`src/rtl/muldiv_pkg.sv`:
```
// ============================================================================
// Module      : muldiv_pkg
// Description : Shared definitions for the EX-stage multiply/divide unit:
//               operation codes, FSM state encoding, default width and
//               iteration count, and a small op-decoding helper.
// Revision    : 1.0 - initial release
// ============================================================================
`default_nettype none

package muldiv_pkg;

    localparam int MULDIV_WIDTH = 32;
    localparam int MULDIV_ITER  = 32;

    localparam logic [2:0] OP_MULT  = 3'b000;
    localparam logic [2:0] OP_MULTU = 3'b001;
    localparam logic [2:0] OP_DIV   = 3'b010;
    localparam logic [2:0] OP_DIVU  = 3'b011;
    localparam logic [2:0] OP_MFHI  = 3'b100;
    localparam logic [2:0] OP_MFLO  = 3'b101;
    localparam logic [2:0] OP_MTHI  = 3'b110;
    localparam logic [2:0] OP_MTLO  = 3'b111;

    typedef enum logic [1:0] {
        ST_IDLE = 2'd0,
        ST_MUL  = 2'd1,
        ST_DIV  = 2'd2,
        ST_FIX  = 2'd3
    } muldiv_state_e;

    // True for the two-operand ops that treat their operands as signed.
    function automatic logic op_is_signed(input logic [2:0] op);
        return (op == OP_MULT) || (op == OP_DIV);
    endfunction

endpackage

`default_nettype wire

```
`src/rtl/muldiv_iter_datapath.sv`:
```
// ============================================================================
// Module      : muldiv_iter_datapath
// Description : Iterative shift register shared by multiply and divide.
//               Multiply: radix-2 shift-add, acc = {partial_hi, multiplier}.
//               Divide  : restoring shift-subtract, acc = {remainder, quotient}.
//               One step per cycle while en is high.
// Ports       : clk, reset      - clock, synchronous active-high reset
//               load            - capture a (into acc low half) and b
//               en              - perform one iteration step
//               div_mode        - 1: divide step, 0: multiply step
//               a, b            - operand magnitudes (dividend/divisor)
//               acc             - 2*WIDTH result register
// Revision    : 1.0 - initial release
// ============================================================================
`default_nettype none

module muldiv_iter_datapath #(
    parameter int WIDTH = 32
) (
    input  logic               clk,
    input  logic               reset,
    input  logic               load,
    input  logic               en,
    input  logic               div_mode,
    input  logic [WIDTH-1:0]   a,
    input  logic [WIDTH-1:0]   b,
    output logic [2*WIDTH-1:0] acc
);

    logic [2*WIDTH-1:0] acc_q, acc_d;
    logic [WIDTH-1:0]   b_q, b_d;

    logic [WIDTH:0]     w_mul_sum;
    logic [WIDTH:0]     w_rem_sh;
    logic               w_rem_ge;
    logic [WIDTH-1:0]   w_rem_sub;

    always_comb begin
        acc_d = acc_q;
        b_d   = b_q;

        // Carry out of the upper-half add becomes the new MSB after shifting.
        w_mul_sum = {1'b0, acc_q[2*WIDTH-1:WIDTH]} + {1'b0, b_q};

        // Remainder shifted left with the next dividend bit pulled in.
        // Remainder is always < divisor, so this fits in WIDTH+1 bits and a
        // successful subtract always leaves a result that fits in WIDTH bits.
        w_rem_sh  = acc_q[2*WIDTH-1:WIDTH-1];
        w_rem_ge  = (w_rem_sh >= {1'b0, b_q});
        w_rem_sub = w_rem_sh[WIDTH-1:0] - b_q;

        if (load) begin
            acc_d = {{WIDTH{1'b0}}, a};
            b_d   = b;
        end else if (en) begin
            if (div_mode) begin
                acc_d = {(w_rem_ge ? w_rem_sub : w_rem_sh[WIDTH-1:0]),
                         acc_q[WIDTH-2:0], w_rem_ge};
            end else if (acc_q[0]) begin
                acc_d = {w_mul_sum, acc_q[WIDTH-1:1]};
            end else begin
                acc_d = {1'b0, acc_q[2*WIDTH-1:1]};
            end
        end
    end

    always_ff @(posedge clk) begin
        if (reset) begin
            acc_q <= '0;
            b_q   <= '0;
        end else begin
            acc_q <= acc_d;
            b_q   <= b_d;
        end
    end

    assign acc = acc_q;

endmodule

`default_nettype wire

```
`src/rtl/ex_muldiv_unit.sv`:
```
// ============================================================================
// Module      : ex_muldiv_unit
// Description : EX-stage iterative multiply/divide unit owning HI/LO.
//               Accepts MULT/MULTU/DIV/DIVU (ITER+2 edges to result),
//               single-cycle MTHI/MTLO, combinational MFHI/MFLO, and raises
//               stall_req whenever a request arrives while busy.
// Ports       : clk, reset         - clock, synchronous active-high reset
//               start, flush       - request qualifier (req = start & ~flush)
//               op                 - operation code (muldiv_pkg OP_*)
//               rs_val, rt_val     - operands from ID/EX
//               stall_req, busy    - pipeline hold / iteration in progress
//               done               - one-cycle pulse after MUL/DIV writeback
//               hi, lo, mf_data    - architectural HI/LO and MF read data
// Revision    : 1.0 - initial release
// ============================================================================
`default_nettype none

module ex_muldiv_unit
    import muldiv_pkg::*;
#(
    parameter int WIDTH = MULDIV_WIDTH,
    parameter int ITER  = MULDIV_ITER
) (
    input  logic             clk,
    input  logic             reset,
    input  logic             start,
    input  logic [2:0]       op,
    input  logic [WIDTH-1:0] rs_val,
    input  logic [WIDTH-1:0] rt_val,
    input  logic             flush,
    output logic             stall_req,
    output logic             busy,
    output logic             done,
    output logic [WIDTH-1:0] hi,
    output logic [WIDTH-1:0] lo,
    output logic [WIDTH-1:0] mf_data
);

    localparam int CNT_W = (ITER > 1) ? $clog2(ITER) : 1;
    localparam logic [CNT_W-1:0] CNT_LAST = CNT_W'(ITER - 1);

    muldiv_state_e    state_q, state_d;
    logic [CNT_W-1:0] cnt_q, cnt_d;
    logic [WIDTH-1:0] hi_q, hi_d;
    logic [WIDTH-1:0] lo_q, lo_d;
    logic             done_q, done_d;
    logic             neg_res_q, neg_res_d;
    logic             neg_rem_q, neg_rem_d;
    logic             div_op_q, div_op_d;
    logic             divzero_q, divzero_d;

    logic               w_req;
    logic               w_signed;
    logic               w_a_neg;
    logic               w_b_neg;
    logic               w_div_zero_in;
    logic [WIDTH-1:0]   w_a_mag;
    logic [WIDTH-1:0]   w_b_mag;
    logic               w_dp_load;
    logic               w_dp_en;
    logic [2*WIDTH-1:0] w_acc;
    logic [2*WIDTH-1:0] w_prod;
    logic [WIDTH-1:0]   w_fix_hi;
    logic [WIDTH-1:0]   w_fix_lo;

    assign w_req         = start & ~flush;
    assign w_signed      = op_is_signed(op);
    assign w_a_neg       = w_signed & rs_val[WIDTH-1];
    assign w_b_neg       = w_signed & rt_val[WIDTH-1];
    assign w_div_zero_in = (op == OP_DIV || op == OP_DIVU) && (rt_val == '0);

    // For a zero divisor the dividend goes in raw: the restoring algorithm
    // then leaves it untouched in the remainder half, which is exactly the
    // required HI value, and the quotient naturally fills with ones.
    assign w_a_mag = (w_a_neg && !w_div_zero_in) ? (~rs_val + 1'b1) : rs_val;
    assign w_b_mag = w_b_neg ? (~rt_val + 1'b1) : rt_val;

    assign w_dp_load = (state_q == ST_IDLE) && w_req && !op[2];
    assign w_dp_en   = (state_q == ST_MUL) || (state_q == ST_DIV);

    muldiv_iter_datapath #(
        .WIDTH (WIDTH)
    ) u_datapath (
        .clk      (clk),
        .reset    (reset),
        .load     (w_dp_load),
        .en       (w_dp_en),
        .div_mode (state_q == ST_DIV),
        .a        (w_a_mag),
        .b        (w_b_mag),
        .acc      (w_acc)
    );

    // Sign correction of the unsigned magnitude result.
    always_comb begin
        w_prod   = neg_res_q ? (~w_acc + 1'b1) : w_acc;
        w_fix_hi = w_prod[2*WIDTH-1:WIDTH];
        w_fix_lo = w_prod[WIDTH-1:0];
        if (div_op_q) begin
            w_fix_hi = w_acc[2*WIDTH-1:WIDTH];
            w_fix_lo = w_acc[WIDTH-1:0];
            if (!divzero_q) begin
                if (neg_rem_q) begin
                    w_fix_hi = ~w_acc[2*WIDTH-1:WIDTH] + 1'b1;
                end
                if (neg_res_q) begin
                    w_fix_lo = ~w_acc[WIDTH-1:0] + 1'b1;
                end
            end
        end
    end

    always_comb begin
        state_d   = state_q;
        cnt_d     = cnt_q;
        hi_d      = hi_q;
        lo_d      = lo_q;
        done_d    = 1'b0;
        neg_res_d = neg_res_q;
        neg_rem_d = neg_rem_q;
        div_op_d  = div_op_q;
        divzero_d = divzero_q;

        case (state_q)
            ST_IDLE: begin
                if (w_req) begin
                    case (op)
                        OP_MULT, OP_MULTU: begin
                            state_d   = ST_MUL;
                            cnt_d     = '0;
                            neg_res_d = w_a_neg ^ w_b_neg;
                            neg_rem_d = w_a_neg;
                            div_op_d  = 1'b0;
                            divzero_d = 1'b0;
                        end
                        OP_DIV, OP_DIVU: begin
                            state_d   = ST_DIV;
                            cnt_d     = '0;
                            neg_res_d = w_a_neg ^ w_b_neg;
                            neg_rem_d = w_a_neg;
                            div_op_d  = 1'b1;
                            divzero_d = w_div_zero_in;
                        end
                        OP_MTHI: hi_d = rs_val;
                        OP_MTLO: lo_d = rs_val;
                        default: ;
                    endcase
                end
            end
            ST_MUL, ST_DIV: begin
                cnt_d = cnt_q + 1'b1;
                if (cnt_q == CNT_LAST) begin
                    cnt_d   = '0;
                    state_d = ST_FIX;
                end
            end
            ST_FIX: begin
                hi_d    = w_fix_hi;
                lo_d    = w_fix_lo;
                done_d  = 1'b1;
                state_d = ST_IDLE;
            end
            default: state_d = ST_IDLE;
        endcase
    end

    always_ff @(posedge clk) begin
        if (reset) begin
            state_q   <= ST_IDLE;
            cnt_q     <= '0;
            hi_q      <= '0;
            lo_q      <= '0;
            done_q    <= 1'b0;
            neg_res_q <= 1'b0;
            neg_rem_q <= 1'b0;
            div_op_q  <= 1'b0;
            divzero_q <= 1'b0;
        end else begin
            state_q   <= state_d;
            cnt_q     <= cnt_d;
            hi_q      <= hi_d;
            lo_q      <= lo_d;
            done_q    <= done_d;
            neg_res_q <= neg_res_d;
            neg_rem_q <= neg_rem_d;
            div_op_q  <= div_op_d;
            divzero_q <= divzero_d;
        end
    end

    assign busy      = (state_q != ST_IDLE);
    assign stall_req = w_req & busy & ~reset;
    assign done      = done_q;
    assign hi        = hi_q;
    assign lo        = lo_q;

    always_comb begin
        mf_data = '0;
        if (op == OP_MFHI) begin
            mf_data = hi_q;
        end else if (op == OP_MFLO) begin
            mf_data = lo_q;
        end
    end

endmodule

`default_nettype wire

```
`config.mk`:
```
export PLATFORM = sky130hd
export DESIGN_NAME = ex_muldiv_unit
export DESIGN_NICKNAME = d
export VERILOG_FILES = /design/src/rtl/muldiv_pkg.sv /design/src/rtl/muldiv_iter_datapath.sv /design/src/rtl/ex_muldiv_unit.sv
export SDC_FILE = /design/constraint.sdc
export NUM_CORES = 1
export LEC_CHECK = 0
export CAP_MARGIN = 25
export CORE_UTILIZATION = 35
export CTS_BUF_LIST = sky130_fd_sc_hd__clkbuf_16
export DETAILED_ROUTE_END_ITERATION = 7
export HOLD_SLACK_MARGIN = 0.02
export MAX_ROUTING_LAYER = met4
export REMOVE_ABC_BUFFERS = 1
export SYNTH_ARGS = -nofsm -noshare
export SYNTH_HDL_FRONTEND = slang
export SYNTH_SLANG_ARGS = --single-unit
export TNS_END_PERCENT = 5
```
`constraint.sdc`:
```
create_clock -name clk -period 5.4 [get_ports clk]
set_clock_uncertainty 0.2 [all_clocks]
set_input_delay 1.08 -clock clk [delete_from_list [all_inputs] [get_ports clk]]
set_output_delay 1.08 -clock clk [all_outputs]
set_load 0.05 [all_outputs]
```
==> out/metrics.yaml, run 1 <==
drt:
  drt-initial-drc-count: 1084
  route.vias.total: 14620
  totalWireLength_um: 48570
  routed_via_count_divided_by_cell_count: 5.683
  wl_per_cell_um: 18.88
  post_route_antenna_net_violation_count: 0
  post-route-drc-count: 0
  drtPass1Iterations: 5
synth:
  netlist_instances: 1951
  ys_seq_elements: 172
  synth.lib_cells_used.distinct: 75
  asyncSetResetFlopFracSynth_pct: 0
  avgSynthCellArea_um2: 7.441
  synth.yosys.warnings: 0
  synthesis.area_um2: 14520
  synth_enable_flop_cells: 0
  ys.flop_type: "sky130_fd_sc_hd__dfxtp_1"
  ys_seq_area_share_pct: 23.72
cts:
  cts-resized-gates: 0
  clock_tree.htree_level_count: 4
  cts_tree: "done"
  cts-buffers-inserted: 17
  cts-root-buf: "sky130_fd_sc_hd__clkbuf_16"
  post_cts.repair.setup_buffers: 0
  number_of_buffers_inserted_by_hold_repair_at_cts: 0
  clk-insertion-delay-late_ns: 0.45
  cts_buffer_depth: 2
  cts_num_sinks: 172
  clk_transition_reported_paths_ns: 0.08
layout:
  number_of_nets_in_the_layout: 2174
  drive_gt1_share_pct: 6.712
  fillCellCount: 4114
  diodes: 0
  syn2layout_area_growth_pct: 21.09
  post_layout_nonfiller_instances: 2573
flow_run:
  cap_violations: 0
sta:
  tightestPinTransition_ns: 0.9248
  final-max-slew-violation-count: 0
  setup_violations: 0
  timing.slew.headroom_pct: 38.35
  finalHoldViolations: 0
  period_share_pct: 82.66
  finalCriticalPeriod_ns: 4.464
  setup_repair_after_global_routing_missed_its_margin: "false"
  fin_setup_tns_ns: 0
  clock.fmax_mhz: 224.0
  post-route-worst-setup-slack_ns: 0.9364
die:
  pin_count: 170
  fp.dieH_um: 205.7
  core.rowCount: 74
  core_area_um2: 40830
  die-width_um: 205.7
  die_area_um2: 42290
  initial_util_pct: 35.55
power_and_ir_drop:
  peakVddDrop_v: 0.0004387
  static-leakage-power_nw: 6.479
  power.density_cell_area_nw_per_um2: 468.1
global_route:
  grt_pass1_wl_um: 76000
  first_global_vias: 13650
  antenna_violations_before_repair: 0
  grt_start_max_net_pins: 130
  grt.total_usage_pct: 23.54
  globalRouteOverflowTotal: 0
critical_path:
  worst-path-max-fanout: 24
  startpoint_type: "primary input"
  critPathArrivalTime_ns: 4.64
  setup.reg_to_reg.worst_slack_ns: 1.15
  crit_buf_inv: 2
  crit_family: "simple AND/OR/NAND/NOR gates"
  path_cells: "clkdlybuf4s50_1, nor3_1, nand2_1, nor4_1, nand3_1, nor3_1, nand3_1, and3_1, buf_16, nor2b_1, xnor2_1, a211oi_1"
  timing.critical_path.to_type: "register"
  timing.critical_path.required_ns: 5.58
  cp_slowest_cell: "sky130_fd_sc_hd__clkdlybuf4s50_1"
  slowest_delay_ns: 0.47
  critical_path_class: "in -> reg"
min_path:
  worstHoldPathType: "reg -> reg"
place:
  dp_worst_setup_slack_ns: 0.5134
  numPlacedInstances: 2540
  buffer_ports.inserted: 169
  detailed_place_hpwl_um: 36580
  placer_congestion: 0.9625
status:
  run_status: "finished clean"
-- flip-flops by register name, summed over array words and instances (netlist names) --
register        flops
divzero_q           1
neg_res_q           1
lo                 32
cnt_q               5
state_q             2
neg_rem_q           1
u_datapath.acc     64
done                1
u_datapath.b_q     32
hi                 32
div_op_q            1
-- cell families after synthesis --
family / Yosys count / synth area share [%]
AOI/OAI and AO/OA: 635 / 29.00
and+or+nand+nor: 620 / 20.01
buffers and inverters: 208 / 5.421
DFF: 172 / 23.72
xor gates and xnor gates: 162 / 9.774
muxes: 79 / 5.499
adders and majority gates: 75 / 6.568
-- layout by cell type, fill, tap and decap left out, types with 14 or more instances in the layout --
cell type                         count
sky130_fd_sc_hd__a211oi_1           142
sky130_fd_sc_hd__o31ai_1             27
sky130_fd_sc_hd__a21o_1              24
sky130_fd_sc_hd__nor2b_1             15
sky130_fd_sc_hd__nand2_1            108
sky130_fd_sc_hd__mux2i_1             73
sky130_fd_sc_hd__a21oi_1            210
sky130_fd_sc_hd__xnor2_1             74
sky130_fd_sc_hd__a22o_1              36
sky130_fd_sc_hd__clkdlybuf4s50_1    136
sky130_fd_sc_hd__nand2b_1            17
sky130_fd_sc_hd__or4_1               14
sky130_fd_sc_hd__clkbuf_16           17
sky130_fd_sc_hd__o21ai_0             73
sky130_fd_sc_hd__dfxtp_1            172
sky130_fd_sc_hd__buf_4               23
sky130_fd_sc_hd__ha_1                70
sky130_fd_sc_hd__inv_1               71
sky130_fd_sc_hd__xor2_1              88
sky130_fd_sc_hd__nor3_1              42
sky130_fd_sc_hd__buf_12              33
sky130_fd_sc_hd__or3_1               21
sky130_fd_sc_hd__nor4_1              19
sky130_fd_sc_hd__nor2_1             288
sky130_fd_sc_hd__nand3_1             25
-- final timing paths --
check,from,end,depth (start not counted)
setup / recovery,rt_val[6],u_datapath.acc[2],12
hold reg to reg,neg_rem_q,neg_rem_q,2
hold / removal,neg_rem_q,neg_rem_q,2
setup reg to reg,u_datapath.acc[33],u_datapath.acc[54],12
-- worst register-to-register path: cells and delay by family, from the launching register on --
family | cells | cell delay, ns
buffers and inverters | 1 | 0.39
multiplexers | 1 | 0.40
flip-flops | 1 | 0.54
AND/OR/NAND/NOR | 4 | 0.58
adder cells (fa/ha/maj) | 1 | 0.37
AO/OA/AOI/OAI | 5 | 1.63
-- cell usage after synthesis, types with 10 or more instances --
cell type | number | area (um^2)
sky130_fd_sc_hd__a211oi_1 | 142 | 1066
sky130_fd_sc_hd__or3_1 | 21 | 131.4
sky130_fd_sc_hd__ha_1 | 73 | 913.4
sky130_fd_sc_hd__o211ai_1 | 12 | 90.09
sky130_fd_sc_hd__a31oi_1 | 13 | 81.33
sky130_fd_sc_hd__or4_1 | 14 | 105.1
sky130_fd_sc_hd__nand2_1 | 108 | 405.4
sky130_fd_sc_hd__nand2b_1 | 17 | 106.4
sky130_fd_sc_hd__nand3_1 | 25 | 125.1
sky130_fd_sc_hd__a21o_1 | 24 | 180.2
sky130_fd_sc_hd__clkbuf_1 | 126 | 473.0
sky130_fd_sc_hd__nand4_1 | 13 | 81.33
sky130_fd_sc_hd__o31ai_1 | 27 | 202.7
sky130_fd_sc_hd__mux2i_1 | 73 | 730.7
sky130_fd_sc_hd__xor2_1 | 88 | 770.7
sky130_fd_sc_hd__xnor2_1 | 74 | 648.1
sky130_fd_sc_hd__o21ai_0 | 74 | 370.4
sky130_fd_sc_hd__a22o_1 | 36 | 315.3
sky130_fd_sc_hd__dfxtp_1 | 172 | 3443
sky130_fd_sc_hd__inv_1 | 70 | 262.8
sky130_fd_sc_hd__and3_1 | 11 | 68.82
sky130_fd_sc_hd__nor2b_1 | 15 | 93.84
sky130_fd_sc_hd__nor2_1 | 290 | 1089
sky130_fd_sc_hd__nor3_1 | 43 | 215.2
sky130_fd_sc_hd__a311oi_1 | 10 | 87.58
sky130_fd_sc_hd__a21oi_1 | 210 | 1051
sky130_fd_sc_hd__nor4_1 | 19 | 118.9
-- per-stage QoR --
step | instance area (um^2) | hold WS [ns] | power (W) | utilization, %
finish | 17580 | 0.2743 | 0.008227 | 43.05
CTS | 17570 | 0.2752 | 0.008176 | 43.04
global placement | 16930 | 0.2456 | 0.006733 | 41.45
global route | 17580 | 0.3053 | 0.008831 | 43.05
floorplan | 14000 | 0.2258 | 0.005374 | -
detailed placement | 16950 | 0.2592 | 0.006788 | 41.52
-- per-layer routing --
metal,wire (um),part of all wire (%),global-route usage [%]
met1,22690,47,30.61
met2,22720,47,38.37
met3,2173,4.5,2.392
met4,988,2.0,6.931
met5,0,0,-
-- power breakdown --
| group | internal (W) | total [W] | switching [W] |
|---|---|---|---|
| Combinational | 0.00190 | 0.00494 | 0.00304 |
| Clock | 0.000776 | 0.00137 | 0.000591 |
| Sequential | 0.00149 | 0.00192 | 0.000433 |
-- layout make-up --
cell class	count	area (um^2)	share of cell area [%]
clock inverters	15	195.2	1.110
flip-flops and latches	172	3443	19.59
inverters	72	270.3	1.537
well taps	532	665.6	3.787
clock buffers	17	425.4	2.420
repair buffers	194	2227	12.67
multi-input cells	1571	10350	58.89
Note: power is estimated with default switching activity, not from simulation.
==> run 2: changes to the inputs <==
==> constraint.sdc (replaced) <==
create_clock -name clk -period 4.15 [get_ports clk]
set_clock_uncertainty 0.2 [all_clocks]
set_input_delay 0.83 -clock clk [delete_from_list [all_inputs] [get_ports clk]]
set_output_delay 0.83 -clock clk [all_outputs]
set_load 0.05 [all_outputs]
==> out/metrics.yaml, run 2 (synthesis results as in run 1) <==
critical_path:
  worstReg2RegStart: "u_datapath.b_q[2]"  # was u_datapath.acc[33]
  path_cells: "inv_1, ha_1, nand3_1, a21oi_1, o31ai_1, a21oi_1, a211oi_1, nor3_1, o2111ai_1, a21boi_0, or4_1, a31oi_1"  # was clkdlybuf4s50_1, nor3_1, nand2_1, nor4_1, nand3_1, nor3_1, nand3_1, and3_1, buf_16, nor2b_1, xnor2_1, a211oi_1
  slowest_delay_ns: 0.64  # was 0.47 ns
  crit_family: "compound AO/OA/AOI/OAI gates"  # was simple AND/OR/NAND/NOR gates
  timing.critical_path.required_ns: 4.33  # was 5.58 ns
  crit_buf_inv: 1  # was 2
  critPathArrivalTime_ns: 4.06  # was 4.64 ns
  critical_path_class: "reg -> reg"  # was in -> reg
  cp_slowest_cell: "sky130_fd_sc_hd__a211oi_1"  # was sky130_fd_sc_hd__clkdlybuf4s50_1
  worst-path-max-fanout: 5  # was 24
  worst_setup_path_startpoint: "u_datapath.b_q[2]"  # was rt_val[6]
  timing.critical_path.to_type: "register"  # unchanged
  critical-path-top-cell-by-count: "sky130_fd_sc_hd__a21oi_1"
  startpoint_type: "register"  # was primary input
drt:
  met2RoutedLength_um: 23750  # was 22720 um
  post_route_antenna_net_violation_count: 0  # unchanged
  post-route-drc-count: 0  # unchanged
  routed_via_count_divided_by_cell_count: 5.665  # was 5.683
  top_layer: "met4"  # unchanged
  route.vias.total: 14960  # was 14620
  routedLengthMet1_um: 22650  # was 22690 um
  drtPass1Iterations: 6  # was 5
  dr_wl_met3_um: 2859  # was 2173 um
  wl_per_cell_um: 19.22  # was 18.88 um
  drt-initial-drc-count: 1027  # was 1084
  totalWireLength_um: 50730  # was 48570 um
power_and_ir_drop:
  power.density_cell_area_nw_per_um2: 609.5  # was 468.1 nW/um^2
  static-leakage-power_nw: 6.823  # was 6.479 nW
  totalPowerFinal_w: 0.01101  # was 0.008227 W
  peakVddDrop_v: 0.0007172  # was 0.0004387 V
flow_run:
  cap_violations: 0  # unchanged
sta:
  final-max-slew-violation-count: 0  # unchanged
  clock.fmax_mhz: 258.1
  finalHoldViolations: 0  # unchanged
  fin_setup_tns_ns: 0  # unchanged
  setup_violations: 0  # unchanged
  setup_repair_after_global_routing_missed_its_margin: "false"  # unchanged
  finalCriticalPeriod_ns: 3.874
  period_share_pct: 93.35
  timing.slew.headroom_pct: 34.16  # was 38.35%
  tightestPinTransition_ns: 0.9876  # was 0.9248 ns
layout:
  number_of_nets_in_the_layout: 2241  # was 2174
  final_core_util_pct: 44.26  # was 43.05%
  most-common-layout-cells: "sky130_fd_sc_hd__nor2_1 (289), sky130_fd_sc_hd__a21oi_1 (210), sky130_fd_sc_hd__dfxtp_1 (172)"  # was sky130_fd_sc_hd__nor2_1 (288), sky130_fd_sc_hd__a21oi_1 (210), sky130_fd_sc_hd__dfxtp_1 (172)
  syn2layout_area_growth_pct: 24.50  # was 21.09%
  drive_gt1_share_pct: 9.677  # was 6.712%
  final_common_cell: "sky130_fd_sc_hd__nor2_1"  # unchanged
  largest_reg_flops: 64  # unchanged
  diodes: 0  # unchanged
  fin_area_um2: 18070  # was 17580 um^2
die:
  die_area_um2: 42290  # unchanged
  fp.dieH_um: 205.7  # unchanged
  die-width_um: 205.7  # unchanged
  initial_util_pct: 35.55  # unchanged
  core_area_um2: 40830  # unchanged
  core.rowCount: 74  # unchanged
  pin_count: 170  # unchanged
place:
  placer_congestion: 0.9580  # was 0.9625
  dpl-instance-area_um2: 17480  # was 16950 um^2
  detailed_place_hpwl_um: 38940  # was 36580 um
  buffer_ports.inserted: 169  # unchanged
cts:
  clock_tree.htree_level_count: 4  # unchanged
  number_of_buffers_inserted_by_hold_repair_at_cts: 0  # unchanged
  clk-insertion-delay-late_ns: 0.46  # was 0.45 ns
  cts-buffers-inserted: 17  # unchanged
  post_cts.repair.setup_buffers: 0  # unchanged
  clk_transition_reported_paths_ns: 0.08  # about the same
  cts-resized-gates: 0  # unchanged
  cts-root-buf: "sky130_fd_sc_hd__clkbuf_16"  # unchanged
  cts_buffer_depth: 2  # unchanged
  cts_num_sinks: 172  # unchanged
  cts_tree: "done"  # unchanged
global_route:
  grt_pass1_wl_um: 78470  # was 76000 um
  first_global_vias: 14110  # was 13650
  antenna_violations_before_repair: 0  # unchanged
  globalRouteOverflowTotal: 0  # unchanged
  grt.total_usage_pct: 24.58  # was 23.54%
  grt_start_max_net_pins: 130  # unchanged
min_path:
  worstHoldPathType: "reg -> reg"  # unchanged
  hp-start: "neg_rem_q"  # unchanged
status:
  run_status: "finished clean"  # unchanged
==> run 2: cell count changes in the layout (fill, tap and decap cells not counted), sizes merged <==
cell,previous run,this run
clkbuf,18,17
buf,57,125
bufinv,4,3
clkinv,8,6
inv,74,77
==> run 2: worst paths after layout <==
| kind | end | slack (ns) | cells past startpoint |
|---|---|---|---|
| worst min register to register | neg_rem_q | 0.26 | 2 |
| worst min-delay path | neg_rem_q | 0.26 | 2 |
| worst max register to register | u_datapath.acc[61] | 0.28 | 12 |
| worst max-delay path | u_datapath.acc[61] | 0.28 | 12 |
==> run 2: layout make-up <==
class / count / area (um^2)
Timing Repair Buffer: 261 / 2750
Fill cell: 4143 / 22760
Sequential cell: 172 / 3443
Tap cell: 532 / 665.6
Inverter: 72 / 270.3
Clock inverter: 15 / 168.9
Multi-Input combinational cell: 1571 / 10350
Clock buffer: 17 / 425.4
==> run 2: through the flow <==
step	hold slack (ns)	std cells	setup WS, ns
6_report	0.2592	2640	0.2762
4_1_cts	0.2589	2640	0.3270
2_1_floorplan	0.2258	1815	-6.923
5_1_grt	0.2876	2640	0.02838
3_3_place_gp	0.2465	2608	0.02092
3_5_place_dp	0.2488	2608	-0.004496
==> run 2: worst min-delay path, cell delays in order (launching register included) <==
cell and delay [ns]:
sky130_fd_sc_hd__dfxtp_1 0.32, sky130_fd_sc_hd__nand2_1 0.05, sky130_fd_sc_hd__a21oi_1 0.05
==> run 2: power by group <==
part	internal (W)	total (W)	leakage (nW)	switching [W]
Clock	0.000948	0.00170	0.301	0.000756
Combinational	0.00275	0.00696	5.12	0.00421
Sequential	0.00194	0.00235	1.40	0.000407
==> run 2: per-layer routing <==
metal  vias up  track usage, %
met4         0           8.624
met3        83           3.231
met5         -               -
li1       7417               -
met1      7007           30.87
met2       448           40.24
